**config.mk**
```make
export PLATFORM = sky130hd
export DESIGN_NAME = mist1032isa_uart_tx_scheduler_flat
export DESIGN_NICKNAME = d
export VERILOG_FILES = /design/src/rtl/mist1032isa_uart_tx_scheduler_pkg.sv /design/src/rtl/mist1032isa_uart_tx_scheduler_if.sv /design/src/rtl/mist1032isa_uart_tx_baud_gen.sv /design/src/rtl/mist1032isa_uart_tx_scheduler.sv /design/src/flat_wrapper.sv
export SDC_FILE = /design/constraint.sdc
export NUM_CORES = 1
export LEC_CHECK = 0
export BUFFER_PORTS_ARGS = -buffer_cell sky130_fd_sc_hd__buf_4
export CAP_MARGIN = 10
export CORE_UTILIZATION = 23
export CTS_BUF_LIST = sky130_fd_sc_hd__clkbuf_8
export DETAILED_ROUTE_END_ITERATION = 8
export PLACE_DENSITY = 0.41
export SLEW_MARGIN = 20
export SYNTH_ARGS = -nofsm -noshare
export SYNTH_HDL_FRONTEND = slang
export SYNTH_SLANG_ARGS = --single-unit
```
**constraint.sdc**
```tcl
create_clock -name iCLOCK -period 2.2 [get_ports iCLOCK]
set_input_delay 0.44 -clock iCLOCK [delete_from_list [all_inputs] [get_ports iCLOCK]]
set_output_delay 0.44 -clock iCLOCK [all_outputs]
set_load 0.05 [all_outputs]
```
**src/rtl/mist1032isa_uart_tx_scheduler_pkg.sv**
```systemverilog
// Shared types and constants for the two-requester UART transmit scheduler.
package mist1032isa_uart_tx_scheduler_pkg;

    localparam int DATA_W     = 8;
    localparam int FRAME_BITS = 10;
    localparam int NUM_REQ    = 2;

    typedef enum logic [1:0] {
        ST_IDLE  = 2'd0,
        ST_START = 2'd1,
        ST_DATA  = 2'd2,
        ST_STOP  = 2'd3
    } tx_state_e;

    // Round-robin pick: on contention the requester that did not win last time goes.
    function automatic logic arb_pick(input logic [NUM_REQ-1:0] valid, input logic last);
        if (valid == 2'b11)
            return ~last;
        return (valid == 2'b10);
    endfunction

endpackage

```
**src/rtl/mist1032isa_uart_tx_scheduler_if.sv**
```systemverilog
// Byte request/acknowledge bundle between the requesters and the scheduler.
interface mist1032isa_uart_tx_scheduler_if;
    import mist1032isa_uart_tx_scheduler_pkg::*;

    logic [NUM_REQ-1:0]        iREQ_VALID;
    logic [NUM_REQ*DATA_W-1:0] iREQ_DATA;
    logic [NUM_REQ-1:0]        oREQ_ACK;

    modport master (output iREQ_VALID, output iREQ_DATA, input  oREQ_ACK);
    modport slave  (input  iREQ_VALID, input  iREQ_DATA, output oREQ_ACK);
endinterface

```
**src/rtl/mist1032isa_uart_tx_baud_gen.sv**
```systemverilog
// Bit-period timer: latches the divider at frame start and ticks every DIV+1 cycles.
module mist1032isa_uart_tx_baud_gen #(
    parameter int BAUD_DIV_W = 16
) (
    input  logic                  iCLOCK,
    input  logic                  inRESET,
    input  logic                  load_i,
    input  logic                  en_i,
    input  logic [BAUD_DIV_W-1:0] div_i,
    output logic                  tick_o
);
    logic [BAUD_DIV_W-1:0] cnt_q, div_q;

    assign tick_o = en_i && (cnt_q == div_q);

    always_ff @(posedge iCLOCK or negedge inRESET) begin
        if (!inRESET) begin
            cnt_q <= '0;
            div_q <= '0;
        end else if (load_i) begin
            cnt_q <= '0;
            div_q <= div_i;
        end else if (en_i) begin
            cnt_q <= tick_o ? '0 : cnt_q + 1'b1;
        end
    end
endmodule

```
**src/rtl/mist1032isa_uart_tx_scheduler.sv**
```systemverilog
// Round-robin arbiter in front of a single 8N1 serializer driving the TXD pad.
module mist1032isa_uart_tx_scheduler
    import mist1032isa_uart_tx_scheduler_pkg::*;
#(
    parameter int BAUD_DIV_W = 16
) (
    input  logic                  iCLOCK,
    input  logic                  inRESET,
    input  logic [BAUD_DIV_W-1:0] iBAUD_DIV,
    input  logic                  iTX_ENA,
    mist1032isa_uart_tx_scheduler_if.slave req,
    output logic                  oUART_TXD,
    output logic                  oTX_BUSY,
    output logic                  oTX_DONE
);
    tx_state_e          state_q, state_d;
    logic [DATA_W-1:0]  byte_q, byte_d;
    logic [2:0]         idx_q, idx_d;
    logic               txd_q, txd_d;
    logic [NUM_REQ-1:0] ack_q, ack_d;
    logic               done_q, done_d;
    logic               last_q, last_d;
    logic               grant, load, tick;

    assign grant = arb_pick(req.iREQ_VALID, last_q);

    mist1032isa_uart_tx_baud_gen #(.BAUD_DIV_W(BAUD_DIV_W)) u_baud (
        .iCLOCK (iCLOCK),
        .inRESET(inRESET),
        .load_i (load),
        .en_i   (oTX_BUSY),
        .div_i  (iBAUD_DIV),
        .tick_o (tick)
    );

    always_comb begin
        state_d = state_q;
        byte_d  = byte_q;
        idx_d   = idx_q;
        txd_d   = txd_q;
        last_d  = last_q;
        ack_d   = '0;
        done_d  = 1'b0;
        load    = 1'b0;
        case (state_q)
            ST_IDLE: begin
                txd_d = 1'b1;
                if (iTX_ENA && |req.iREQ_VALID) begin
                    load         = 1'b1;
                    state_d      = ST_START;
                    txd_d        = 1'b0;
                    idx_d        = '0;
                    last_d       = grant;
                    ack_d[grant] = 1'b1;
                    byte_d       = grant ? req.iREQ_DATA[15:8] : req.iREQ_DATA[7:0];
                end
            end
            ST_START: if (tick) begin
                state_d = ST_DATA;
                idx_d   = '0;
                txd_d   = byte_q[0];
            end
            ST_DATA: if (tick) begin
                if (idx_q == 3'd7) begin
                    state_d = ST_STOP;
                    txd_d   = 1'b1;
                end else begin
                    idx_d = idx_q + 3'd1;
                    txd_d = byte_q[idx_q + 3'd1];
                end
            end
            ST_STOP: if (tick) begin
                state_d = ST_IDLE;
                done_d  = 1'b1;
                idx_d   = '0;
            end
            default: state_d = ST_IDLE;
        endcase
    end

    always_ff @(posedge iCLOCK or negedge inRESET) begin
        if (!inRESET) begin
            state_q <= ST_IDLE;
            byte_q  <= '0;
            idx_q   <= '0;
            txd_q   <= 1'b1;
            ack_q   <= '0;
            done_q  <= 1'b0;
            last_q  <= 1'b1;
        end else begin
            state_q <= state_d;
            byte_q  <= byte_d;
            idx_q   <= idx_d;
            txd_q   <= txd_d;
            ack_q   <= ack_d;
            done_q  <= done_d;
            last_q  <= last_d;
        end
    end

    assign req.oREQ_ACK = ack_q;
    assign oUART_TXD    = txd_q;
    assign oTX_BUSY     = (state_q != ST_IDLE);
    assign oTX_DONE     = done_q;
endmodule
```
**src/flat_wrapper.sv**
```systemverilog
// flat-port wrapper written by rule: the top's interface ports become plain ports
module mist1032isa_uart_tx_scheduler_flat import mist1032isa_uart_tx_scheduler_pkg::*;
#(
    parameter int BAUD_DIV_W = 16
)
  (iCLOCK, inRESET, iBAUD_DIV, iTX_ENA, oUART_TXD, oTX_BUSY, oTX_DONE, req_iREQ_VALID, req_iREQ_DATA, req_oREQ_ACK);
  mist1032isa_uart_tx_scheduler_if req_i ();
  input  logic iCLOCK;
  input  logic inRESET;
  input  logic [BAUD_DIV_W-1:0] iBAUD_DIV;
  input  logic iTX_ENA;
  output logic oUART_TXD;
  output logic oTX_BUSY;
  output logic oTX_DONE;
  input wire logic [$bits(req_i.iREQ_VALID)-1:0] req_iREQ_VALID;
  input wire logic [$bits(req_i.iREQ_DATA)-1:0] req_iREQ_DATA;
  output wire logic [$bits(req_i.oREQ_ACK)-1:0] req_oREQ_ACK;
  assign req_i.iREQ_VALID = req_iREQ_VALID;
  assign req_i.iREQ_DATA = req_iREQ_DATA;
  assign req_oREQ_ACK = req_i.oREQ_ACK;
  mist1032isa_uart_tx_scheduler #(.BAUD_DIV_W(BAUD_DIV_W)) u_core (.iCLOCK(iCLOCK), .inRESET(inRESET), .iBAUD_DIV(iBAUD_DIV), .iTX_ENA(iTX_ENA), .req(req_i), .oUART_TXD(oUART_TXD), .oTX_BUSY(oTX_BUSY), .oTX_DONE(oTX_DONE));
endmodule
```
Word level (Yosys, flattened, before mapping)

Index checks and enable logic that the tools add are counted.

Register bits: 50
Input port bits: 37
Output and inout port bits: 5
Word-level logic and storage cells: 75

$add $sub $neg: 2
$lt $le $gt $ge: 3
Equal/unequal tests: 14
Multiplexer cells: 33
Bitwise operators: 1
Reduce and logical (&&, ||, !) cells: 13

Operators with widths:

| kind                  | count |
|---|---|
| $mux 16               | 3 |
| $add 16x1->16 const B | 1 |
| $eq 16x16->1          | 1 |
| $mux 2                | 7 |
| $mux 1                | 13 |
| $mux 3                | 4 |
| $pmux 3 s3            | 1 |
| $eq 2x2->1 const B    | 4 |
| $mux 8                | 1 |
| $ne 2x2->1 const B    | 4 |
| $pmux 2 s4            | 1 |
| $ne 2x1->1 const B    | 3 |
| $reduce_and 5->1      | 1 |
| $lt 3x4->1 const B    | 1 |
| $reduce_and 4->1      | 1 |
| $reduce_bool 2->1     | 2 |
| $reduce_or 2->1       | 2 |
| $add 3x1->3 const B   | 1 |
| $bmux 1 s3            | 1 |
| $eq 3x3->1 const B    | 1 |
| $logic_and 1x1->1     | 3 |
| $pmux 1 s3            | 1 |
| $reduce_and 3->1      | 1 |
| $reduce_bool 3->1     | 1 |
| other kinds (7)       | 7 |

Logic depth before layout (Yosys ltp)

Gate-level depths: netlist (run 1).

Word-level depth: 9
Gate-level depth with buffers: 9
Depth with buffers taken out: 7

Hierarchy

Synthesis (run 1) repeated with hierarchy kept, for this count alone.

Cell total of the unflattened synthesis: 242
Area total of the unflattened synthesis: 2738.9 µm²

Modules (own cells, without submodules):

| module                        | times used | cells an instance | area each (µm²) | sequential area each (µm²) |
|---|---|---|---|---|
| mist1032isa_uart_tx_baud_gen  | 1          | 146               | 1711.6          | 800.8 |
| mist1032isa_uart_tx_scheduler | 1          | 96                | 1027.2          | 452.9 |

Least setup slack after synthesis (run 1)

Ideal clock, no wire load.

Path kind: reg2reg
Start: reg u_core.state_q[0]
End: reg u_core.u_baud.div_q[14]
Library setup time: 0.125 ns
Data arrival time: 2.082 ns
Path slack: -0.007 ns
Cell stages (with the launch flop): 8
Period minus slack after synthesis: 2.207 ns
Cell sequence: dfrtp_1 -> inv_1 -> ha_1 -> inv_1 -> or2_2 -> clkbuf_1 -> clkbuf_1 -> mux2_2

Longest elaborated chain between the ends: 2

RTL lines:

| what                   | line                                | source |
|---|---|---|
| from (decl)            | mist1032isa_uart_tx_scheduler.sv:16 | `tx_state_e state_q, state_d;` |
| from (signal assigned) | mist1032isa_uart_tx_scheduler.sv:91 | `state_q <= state_d;` |
| $logic_not 2->1        | mist1032isa_uart_tx_scheduler.sv:45 | `case (state_q)` |
| $mux 1                 | mist1032isa_uart_tx_scheduler.sv:45 |  |
| to (signal assigned)   | mist1032isa_uart_tx_baud_gen.sv:22  | `div_q <= div_i;` |
| to (decl)              | mist1032isa_uart_tx_baud_gen.sv:12  | `logic [BAUD_DIV_W-1:0] cnt_q, div_q;` |

No other way between the ends.
A chain may end at the register's enable or synchronous reset.

Worst setup path in the final report (run 1)

Start: reg u_core.idx_q[0]
End: reg u_core.txd_q (netlist: u_core.oUART_TXD)

Longest elaborated chain between the ends: 6
Elaborated cells between the ends (all ways): 7
Classes of those cells: add/sub (1); eq/ne (1); mux (5)

RTL lines:

| what                         | line                                | source |
|---|---|---|
| from (decl)                  | mist1032isa_uart_tx_scheduler.sv:18 | `logic [2:0] idx_q, idx_d;` |
| from (signal assigned)       | mist1032isa_uart_tx_scheduler.sv:93 | `idx_q <= idx_d;` |
| $add 3x1->3                  | mist1032isa_uart_tx_scheduler.sv:69 | `txd_d = byte_q[idx_q + 3'd1];` |
| $bmux 1 s3                   | mist1032isa_uart_tx_scheduler.sv:69 |  |
| $mux 1 (not written as such) | mist1032isa_uart_tx_scheduler.sv:69 |  |
| $mux 1 *                     | mist1032isa_uart_tx_scheduler.sv:64 | `if (idx_q == 3'd7) begin` |
| $mux 1 *                     | mist1032isa_uart_tx_scheduler.sv:63 | `ST_DATA: if (tick) begin` |
| $pmux 1 s3 *                 | mist1032isa_uart_tx_scheduler.sv:45 |  |
| to (signal assigned)         | mist1032isa_uart_tx_scheduler.sv:94 | `txd_q <= txd_d;` |
| to (decl)                    | mist1032isa_uart_tx_scheduler.sv:19 | `logic txd_q, txd_d;` |

Mark *: on every way between the ends. The rest lies on a longest branch, timed or not. The select of a mux whose other input is x is not followed.

==> metrics.md, run 1 <==
| Metric | Value |
|---|---|
| Mean Syn Cell Area | `10.7 um^2` |
| Reg-to-Reg End | `u_core.oUART_TXD` |
| Post-synth top cells | `48 x dfrtp_1, 27 x nand2_1, 18 x mux2_2` |
| Most common cell in the netlist | `dfrtp_1` |
| Dominant synthesized flop cell | `dfrtp_1` |
| Global Route Usage Sum | `10.8%` |
| Crit path DAT | `2.30 ns` |
| Syn Nets | `291` |
| R2R Setup Slk | `0.13 ns` |
| Wirelength per Cell | `13.2 um` |
| IO buf count | `41` |
| Max VDD drop | `0.356 mV` |
| Pins Over Slew Limit | `0` |
| Routed vias/inst | `4.45` |
| DR DRC count | `0` |
| CTS Sinks | `50` |
| Fin Hold WS | `0.158 ns` |
| Fin nets | `348` |
| Diode count | `0` |
| # setup viols final | `0` |
| WP buf/inv | `0` |
| Run status | `complete, no violations` |
| TritonCTS clock tree | `yes` |
| Final Hold Fails | `0` |
| Worst slew margin relative to its limit | `57.1%` |
| Critical path data required time | `2.44 ns` |
| Count of cell types in the netlist | `40` |
| Final Cycle Share | `94.1%` |
| Hpwl dp | `4290 um` |
| Yosys reg bits | `50` |
| Crit-path cells | `ha_4 > ha_1 > mux4_2 > mux2_2 > o21ai_0 > a31oi_1 > a22o_1` |
| Cell area after synthesis | `0.00263 mm^2` |
| Min Tclk post-route | `2.07 ns` |
| Max-Cap Viols | `0` |
| Clock Pin Slew Worst Setup and Hold Paths | `0.09 ns` |
| Largest net degree at the start of global routing | `51` |
| Final core occ | `30.5%` |
| Top cells by area, synth | `dfrtp_1 46%, mux2_2 7.7%, xnor2_1 4.7%` |
| Worst Setup End Kind | `flop` |
| Die height | `109 um` |
| Longest Clk Path Bufs | `2` |
| First-pass GRT wire length | `9720 um` |
| Reg2reg path depth | `7` |
| Post-synth top area cell | `dfrtp_1` |
| CTS root buffer | `clkbuf_8` |
| DRT iter0 DRCs | `66` |
| Power per cell area | `1180 mW/mm^2` |
| Met3 Resource Use GR | `2.03%` |
| Leak Pwr | `0.00148 uW` |
| IO Count | `42` |
| Source of the critical timing path | `u_core.idx_q[0]` |
| # fillers | `1140` |
| Grt ovf | `0` |
| Share of Yosys cell area claimed by the top area cell type | `45.6%` |
| Largest stage delay, worst path | `0.47 ns` |
| Vias post-DR | `1979` |
| Row Count | `38` |
| Core Footprint | `0.0110 mm^2` |
| Min-delay worst type | `in -> async` |
| Register area share after synthesis | `47.6%` |
| Met2 Usage GRT | `15.5%` |
| Peak Freq | `0.483 GHz` |
| Busiest metal layer after global routing | `met1` |
| Share of cells above drive strength 1 | `33.4%` |
| Design Area, Final | `0.00335 mm^2` |
| Worst-Margin Slew | `0.643 ns` |
| Routed Wire Length | `5890 um` |
| Number of global-route vias before repair | `1914` |
| RePlAce Congestion | `0.757` |
| TritonCTS Buffers | `5` |
| Routing usage on met1 | `15.9%` |
| Async SR Flop Fraction | `100%` |
| Starting density of the core | `24.0%` |
| Initial antenna violation count | `0` |
| Yosys warning total | `0` |
| DR pass1 iterations | `4` |
| H-tree depth | `2` |
| Critical path fanouts, max | `5` |
| Kind of critical path | `reg -> reg` |
| Crit Reg-Reg Startpoint | `u_core.idx_q[0]` |
| Worst-Skew Late Latency | `0.30 ns` |
| ANT nets after route | `0` |
| Synthesized netlist cell count | `247` |
| Die Area | `0.0119 mm^2` |
| Hold-fix buffers, CTS | `0` |
| Area grow syn2layout | `27.3%` |
| Startpoint types | `flop` |
| Fin Clk Skew | `0.00437 ns` |
| Largest delay contributor family on the critical path | `multiplexers` |
| EDFF count, synth | `0` |
| DP Area | `0.00319 mm^2` |
| Slowest-stage cell, CP | `dfrtp_1` |
| Die X-Extent | `109 um` |
## final cells by class
type | instances | area [um^2] | area share (%)
inverter | 8 | 33.8 | 1.01
tap | 140 | 175 | 5.23
timing repair buffer | 62 | 478 | 14.3
clock inverter | 2 | 33.8 | 1.01
multi-input combinational | 177 | 1290 | 38.6
clock buffer | 6 | 82.6 | 2.46
sequential | 50 | 1250 | 37.4
## power breakdown
| part | switching [uW] | internal (uW) | total (uW) |
|---|---|---|---|
| clock network | 305 | 367 | 672 |
| registers | 298 | 1280 | 1570 |
| logic | 846 | 874 | 1720 |
## state kept, by name (all words and copies together), names as in the netlist
| register | flops |
|---|---|
| u_core.state_q | 2 |
| u_core.u_baud.cnt_q | 16 |
| u_core.oTX_DONE | 1 |
| u_core.byte_q | 8 |
| u_core.u_baud.div_q | 16 |
| u_core.req.oREQ_ACK | 2 |
| u_core.oUART_TXD | 1 |
| u_core.idx_q | 3 |
| u_core.last_q | 1 |
## metrics by stage
step / power [uW] / TNS, ns / setup WS (ns) / instances
after floorplan: 2800 / 0 / 0.0445 / 247
after global placement: 3340 / 0 / 0.0975 / 433
after detailed placement: 3330 / 0 / 0.0523 / 433
after CTS: 4020 / 0 / 0.0508 / 441
after global routing: 4270 / -0.00193 / -0.00193 / 445
final: 3970 / 0 / 0.131 / 445
## how the worst max path moves through the flow
stage / end / slack, ns / cells past startpoint
4_1_cts: u_core.oUART_TXD / 0.05 / 6
3_5_place_dp: u_core.oUART_TXD / 0.05 / 6
2_1_floorplan: u_core.u_baud.div_q[10] / 0.04 / 7
3_3_place_gp: u_core.state_q[1] / 0.1 / 7
6_report: u_core.oUART_TXD / 0.13 / 7
5_1_grt: u_core.idx_q[0] / -0.002 / 7
## routing by layer
metal  vias to the layer above  wire length (um)
met3                         5               132
met5                         -                 0
li1                        997                 -
met4                         0                87
met1                       951              3050
met2                        26              2630
## layout by cell type (no fill, tap or decap), drive strengths merged, types with 3 or more instances in the layout
master / netlist / final
nor2: 9 / 9
inv: 8 / 8
nor4: 4 / 4
nand3: 12 / 12
nand2: 28 / 28
a21o: 3 / 3
or3: 7 / 7
xnor2: 16 / 16
a21oi: 14 / 14
a31oi: 9 / 9
o21ai: 14 / 14
mux2i: 11 / 11
ha: 7 / 7
nand4: 5 / 5
mux2: 18 / 18
clkbuf: 4 / 6
buf: 8 / 62
a22o: 3 / 3
dfrtp: 48 / 48
## logic make-up after synthesis
| group | Yosys count | synth area share (%) |
|---|---|---|
| flops | 50 | 47.6 |
| mux | 31 | 13.6 |
| fa+ha+maj | 7 | 3.33 |
| xor+xnor | 16 | 5.90 |
| buf+inv | 20 | 3.85 |
| compound gates | 50 | 11.8 |
| simple gates | 73 | 13.9 |
## timing repair
action,4_1_cts,5_1_grt
gates resized for setup,0,2
endpoints found under the setup margin,0,14
setup buffers,0,4
Note: power is estimated with default switching activity, not from simulation.
==> run 2: changes to the inputs <==
- ABC_AREA: unset -> 1
==> metrics.md, run 2 <==
| Metric | Value |
|---|---|
| Run status | `finished, violations left` |
| Failing checks | `design-rule violations` |
| Final Cycle Share | `90.2%` |
| Hold-fix buffers, CTS | `0` |
| Global Route Usage Sum | `11.9%` |
| Longest Clk Path Bufs | `2` |
| DRT iter0 DRCs | `58` |
| Cell Count, Final, Fillers Out | `555` |
| Dominant synthesized flop cell | `dfrtp_1` |
| First-pass GRT wire length | `11600 um` |
| Worst-Margin Slew | `0.661 ns` |
| Pins Over Slew Limit | `0` |
| CTS root buffer | `clkbuf_8` |
| Worst Setup End Kind | `output port` |
| DR DRC count | `2` |
| Crit Reg-Reg Startpoint | `u_core.state_q[0]` |
| Crit-path cells | `inv_1 > ha_1 > inv_1 > buf_4` |
| # fillers | `1291` |
| Largest delay contributor family on the critical path | `buffers and inverters` |
| Top cells by area, synth | `dfrtp_1 44%, nand2_1 18%, inv_1 6.8%` |
| Crit path DAT | `1.54 ns` |
| Setup Buffers After CTS | `0` |
| Post-synth top cells | `130 x nand2_1, 50 x inv_1, 48 x dfrtp_1` |
| Source of the critical timing path | `u_core.state_q[0]` |
| Cell area after synthesis | `0.00275 mm^2` |
| RSZ-0062 raised after global routing | `no` |
| Startpoint types | `flop` |
| TritonCTS Buffers | `5` |
| Fin Clk Skew | `0.00910 ns` |
| TritonCTS clock tree | `yes` |
| Most common cell in the netlist | `nand2_1` |
| Starting density of the core | `23.8%` |
| Final Hold Fails | `0` |
| DP Cell Count | `547` |
| DP Area | `0.00322 mm^2` |
| Share of cells above drive strength 1 | `17.5%` |
| CTS Sinks | `50` |
| WP buf/inv | `3` |
| Diode count | `0` |
| Hpwl dp | `5270 um` |
| Cell mode on critical path | `inv_1` |
| H-tree depth | `2` |
| Row Count | `39` |
| Min Tclk post-route | `1.98 ns` |
| Min-delay worst type | `in -> async` |
| Power per cell area | `1190 mW/mm^2` |
| Max VDD drop | `0.407 mV` |
| Peak Freq | `0.504 GHz` |
| EDFF count, synth | `0` |
| Yosys reg bits | `50` |
| Initial antenna violation count | `0` |
| Die height | `111 um` |
| TNS Setup | `0 ns` |
| IO Count | `42` |
| Core Footprint | `0.0115 mm^2` |
| Worst-Skew Late Latency | `0.31 ns` |
| Most frequent cells in the layout | `130 x nand2_1, 50 x inv_1, 48 x dfrtp_1, 44 x buf_4, 20 x nor2_1` |
| Share of Yosys cell area claimed by the top area cell type | `43.7%` |
| Die Area | `0.0124 mm^2` |
| Design Area, Final | `0.00334 mm^2` |
| Number of global-route vias before repair | `2417` |
| Largest net degree at the start of global routing | `51` |
| Largest regs | `u_core.u_baud.cnt_q x16, u_core.u_baud.div_q x16, u_core.byte_q x8` |
| Die X-Extent | `111 um` |
| Critical path data required time | `1.76 ns` |
| Routed vias/inst | `4.32` |
| DR pass1 iterations | `6` |
| Final Worst Setup Slack | `0.216 ns` |
| RePlAce Congestion | `0.767` |
| Routed Wire Length | `6910 um` |
| Clock Pin Slew Worst Setup and Hold Paths | `0.10 ns` |
| Fin nets | `455` |
| Critical path fanouts, max | `6` |
| Kind of critical path | `reg -> out` |
| Post-place setup slack | `0.445 ns` |
| Post-synth top area cell | `dfrtp_1` |
| Max-Cap Viols | `0` |
| Async SR Flop Fraction | `100%` |
| Largest stage delay, worst path | `0.41 ns` |
| Leak Pwr | `0.00162 uW` |
| Vias post-DR | `2398` |
| Commonest non-fill, non-tap cell in the layout | `nand2_1` |
| Grt ovf | `0` |
| Slowest-stage cell, CP | `dfrtp_1` |
| Synthesized netlist cell count | `367` |
| Register area share after synthesis | `45.6%` |
| Wirelength per Cell | `12.5 um` |
| Worst slew margin relative to its limit | `55.9%` |
| Syn Nets | `411` |
| # setup viols final | `0` |
| Yosys warning total | `0` |
| ANT nets after route | `0` |
| Area grow syn2layout | `21.5%` |
| Count of cell types in the netlist | `28` |
| CTS resizes | `0` |
| Mean Syn Cell Area | `7.48 um^2` |
| IO buf count | `41` |
-- run 2: cell types whose count changed after synthesis, sizes merged, moves of 11 or more --
cell	change
inv	+49
mux2	-17
mux2i	-11
nand2	+106
nor2	+15
xnor2	-14
-- run 2: cell families (layout without fill, tap and decap cells) --
kind of cell | Yosys count | in the layout | share of synthesized area [%]
flip-flops | 50 | 50 | 45.6
XOR/XNOR | 10 | 10 | 3.19
adder cells (fa/ha/maj) | 7 | 7 | 3.19
AND/OR/NAND/NOR | 185 | 185 | 27.9
AO/OA/AOI/OAI | 48 | 48 | 10.3
buffers and inverters | 66 | 111 | 9.34
multiplexers | 1 | 1 | 0.410
-- run 2: area by class of cell --
| class | instances | area (um^2) | share of cell area (%) |
|---|---|---|---|
| clock buffer | 5 | 68.8 | 2.06 |
| clock inverter | 3 | 45.0 | 1.35 |
| inverter | 59 | 221 | 6.64 |
| multi-input combinational | 251 | 1240 | 37.1 |
| sequential | 50 | 1250 | 37.6 |
| tap | 143 | 179 | 5.36 |
| timing repair buffer | 44 | 330 | 9.90 |
-- run 2: report_power, final --
part           internal [uW]  leakage (uW)  total, uW  switching [uW]
Clock                    339     0.0000504        684             345
Combinational            638      0.000927       1730            1090
Sequential              1280      0.000639       1550             270
Total                   2260       0.00162       3960            1700
-- run 2: worst paths after layout --
| path | end | slack, ns | cells after the start |
|---|---|---|---|
| min | u_core.u_baud.div_q[3] | 0.15 | 1 |
| max in group asynchronous | u_core.u_baud.div_q[11] | 1.61 | 1 |
| min reg2reg | u_core.idx_q[1] | 0.49 | 2 |
| max reg2reg | u_core.byte_q[1] | 0.45 | 8 |
| min in group iCLOCK | u_core.u_baud.div_q[5] | 0.32 | 3 |
| max | oTX_BUSY | 0.22 | 4 |
-- run 2: worst reg2reg max path, stage by stage (launching register included) --
cell	delay, ns
dfrtp_1	0.41
inv_1	0.08
ha_1	0.22
inv_1	0.26
nor2_2	0.11
nand2_1	0.10
clkinv_1	0.23
nand2_1	0.14
o211ai_1	0.09
-- run 2: routing by layer --
| metal | vias up | share of wire (%) | GRT usage, % |
|---|---|---|---|
| met1 | 1116 | 46 | 15.0 |
| met3 | 8 | 3.7 | 2.35 |
| li1 | 1232 | - | - |
| met2 | 42 | 50 | 20.8 |
| met4 | 0 | 1.0 | 2.97 |
| met5 | - | 0 | 0 |
-- run 2: metrics by stage --
stage | hold slack [ns] | utilization (%) | power (uW)
finish | 0.150 | 29.0 | 3960
global route | 0.217 | 29.0 | 4350
CTS | 0.184 | 29.0 | 4050
detailed placement | 0.484 | 28.0 | 3340
global placement | 0.469 | 28.0 | 3330
floorplan | 0.144 | - | 2810
==> run 3: changes to the inputs <==
- clock period: 2.2 -> 2.23 ns (I/O delays scaled with it)
==> metrics.md, run 3 (synthesis gave the netlist of run 2 again) <==
| Metric | Value |
|---|---|
| Run status | `finished, violations left` |
| Failing checks | `design-rule violations` |
| Starting density of the core | `23.8%` |
| Global Route Usage Sum | `11.8%` |
| Row Count | `39` |
| Net Sw Frac | `43.0%` |
| Die Area | `0.0124 mm^2` |
| Wirelength per Cell | `12.6 um` |
| Startpoint types | `flop` |
| DP Area | `0.00322 mm^2` |
| Met2 Usage GRT | `20.0%` |
| Worst slew margin relative to its limit | `55.3%` |
| Design Area, Final | `0.00334 mm^2` |
| Met3 Resource Use GR | `2.62%` |
| Commonest non-fill, non-tap cell in the layout | `nand2_1` |
| Critical path fanouts, max | `6` |
| H-tree depth | `2` |
| Sw power | `1690 uW` |
| RePlAce Congestion | `0.758` |
| Peak Freq | `0.505 GHz` |
| Final core occ | `29.0%` |
| # setup viols final | `0` |
| Min-delay worst type | `in -> async` |
| First-pass GRT wire length | `11500 um` |
| Internal | `2230 uW` |
| Number of global-route vias before repair | `2349` |
| Die X-Extent | `111 um` |
| RSZ-0062 raised after global routing | `no` |
| Fin nets | `455` |
| Flop pwr share | `39.0%` |
| TritonCTS Buffers | `5` |
| Worst Setup End Kind | `output port` |
| Vias post-DR | `2402` |
| Comb power frac | `43.7%` |
| Area grow syn2layout | `21.5%` |
| Crit path DAT | `1.53 ns` |
| Crit Reg-Reg Startpoint | `u_core.state_q[0]` |
| Worst-Skew Late Latency | `0.32 ns` |
| CTS resizes | `0` |
| Longest Clk Path Bufs | `2` |
| Largest stage delay, worst path | `0.41 ns` |
| Cell mode on critical path | `inv_1` |
| Largest regs | `u_core.u_baud.cnt_q x16, u_core.u_baud.div_q x16, u_core.byte_q x8` |
| Power per cell area | `1170 mW/mm^2` |
| R2R Setup Slk | `0.49 ns` |
| Final Worst Setup Slack | `0.251 ns` |
| Slowest-stage cell, CP | `dfrtp_1` |
| Share of cells above drive strength 1 | `17.5%` |
| DR pass1 iterations | `6` |
| Source of the critical timing path | `u_core.state_q[0]` |
| Min Tclk post-route | `1.98 ns` |
| Hold-fix buffers, CTS | `0` |
| CTS root buffer | `clkbuf_8` |
| IO Count | `42` |
| DR DRC count | `2` |
| Final Cycle Share | `88.7%` |
| Fin Clk Skew | `0.0132 ns` |
| Leak Pwr | `0.00162 uW` |
| Final Hold Fails | `0` |
| Grt ovf | `0` |
| Routed vias/inst | `4.33` |
| Initial antenna violation count | `0` |
| Critical path data required time | `1.78 ns` |
| Crit-path cells | `inv_1 > ha_1 > inv_1 > buf_4` |
| Routing usage on met1 | `15.2%` |
| DRT iter0 DRCs | `91` |
| Hpwl dp | `5260 um` |
| Clock Pin Slew Worst Setup and Hold Paths | `0.10 ns` |
| TritonCTS clock tree | `yes` |
| Worst-Margin Slew | `0.670 ns` |
| Pins Over Slew Limit | `0` |
| Core Footprint | `0.0115 mm^2` |
| Busiest metal layer after global routing | `met2` |
| IO buf count | `41` |
| TNS Setup | `0 ns` |
| ANT nets after route | `0` |
| Diode count | `0` |
| Die height | `111 um` |
| Post-place setup slack | `0.474 ns` |
| Largest net degree at the start of global routing | `51` |
| Routed Wire Length | `7000 um` |
| Setup Buffers After CTS | `0` |
| Clk network pwr share | `17.3%` |
| Max VDD drop | `0.472 mV` |
| Max-Cap Viols | `0` |
| CTS Sinks | `50` |
| Most frequent cells in the layout | `130 x nand2_1, 50 x inv_1, 48 x dfrtp_1, 44 x buf_4, 20 x nor2_1` |
| Kind of critical path | `reg -> out` |
-- run 3: cell counts in the layout (fill, tap and decap cells not counted) --
No cell type changed its count.
-- run 3: worst paths after layout --
| kind | to | depth (start not counted) |
|---|---|---|
| max | oTX_BUSY | 4 |
| min | u_core.u_baud.div_q[4] | 1 |
| max reg2reg | u_core.byte_q[1] | 8 |
| min reg2reg | u_core.idx_q[1] | 2 |
| max in group asynchronous | u_core.u_baud.cnt_q[12] | 1 |
| min in group iCLOCK | u_core.u_baud.div_q[1] | 3 |
-- run 3: layer usage --
metal | vias to the layer above | part of all wire [%]
li1 | 1239 | -
met1 | 1115 | 47
met2 | 43 | 48
met3 | 5 | 4.0
met4 | 0 | 0.70
met5 | - | 0
-- run 3: critical path: cells and delay by family, from the launching register on --
kind / cells / cell delay [ns]
fa+ha+maj: 1 / 0.21
flops: 1 / 0.41
buf+inv: 3 / 0.61
-- run 3: layout make-up --
class,count,area (um^2)
fill,1257,8180
sequential,50,1250
multi-input combinational,251,1240
timing repair buffer,44,330
inverter,59,221
tap,143,179
clock buffer,5,68.8
clock inverter,3,45.0
-- run 3: stage by stage --
stage | total power [uW] | cells | hold slack (ns)
floorplan | 2770 | 367 | 0.150
global placement | 3290 | 547 | 0.466
detailed placement | 3290 | 547 | 0.481
CTS | 3990 | 555 | 0.198
global route | 4290 | 555 | 0.215
finish | 3920 | 555 | 0.164
-- run 3: power groups by stage --
stage / clock, uW / combinational [uW] / sequential, uW
2_1_floorplan: 0 / 1250 / 1520
3_3_place_gp: 0 / 1730 / 1560
3_5_place_dp: 0 / 1740 / 1560
4_1_cts: 703 / 1760 / 1540
5_1_grt: 736 / 1980 / 1580
6_report: 677 / 1710 / 1530
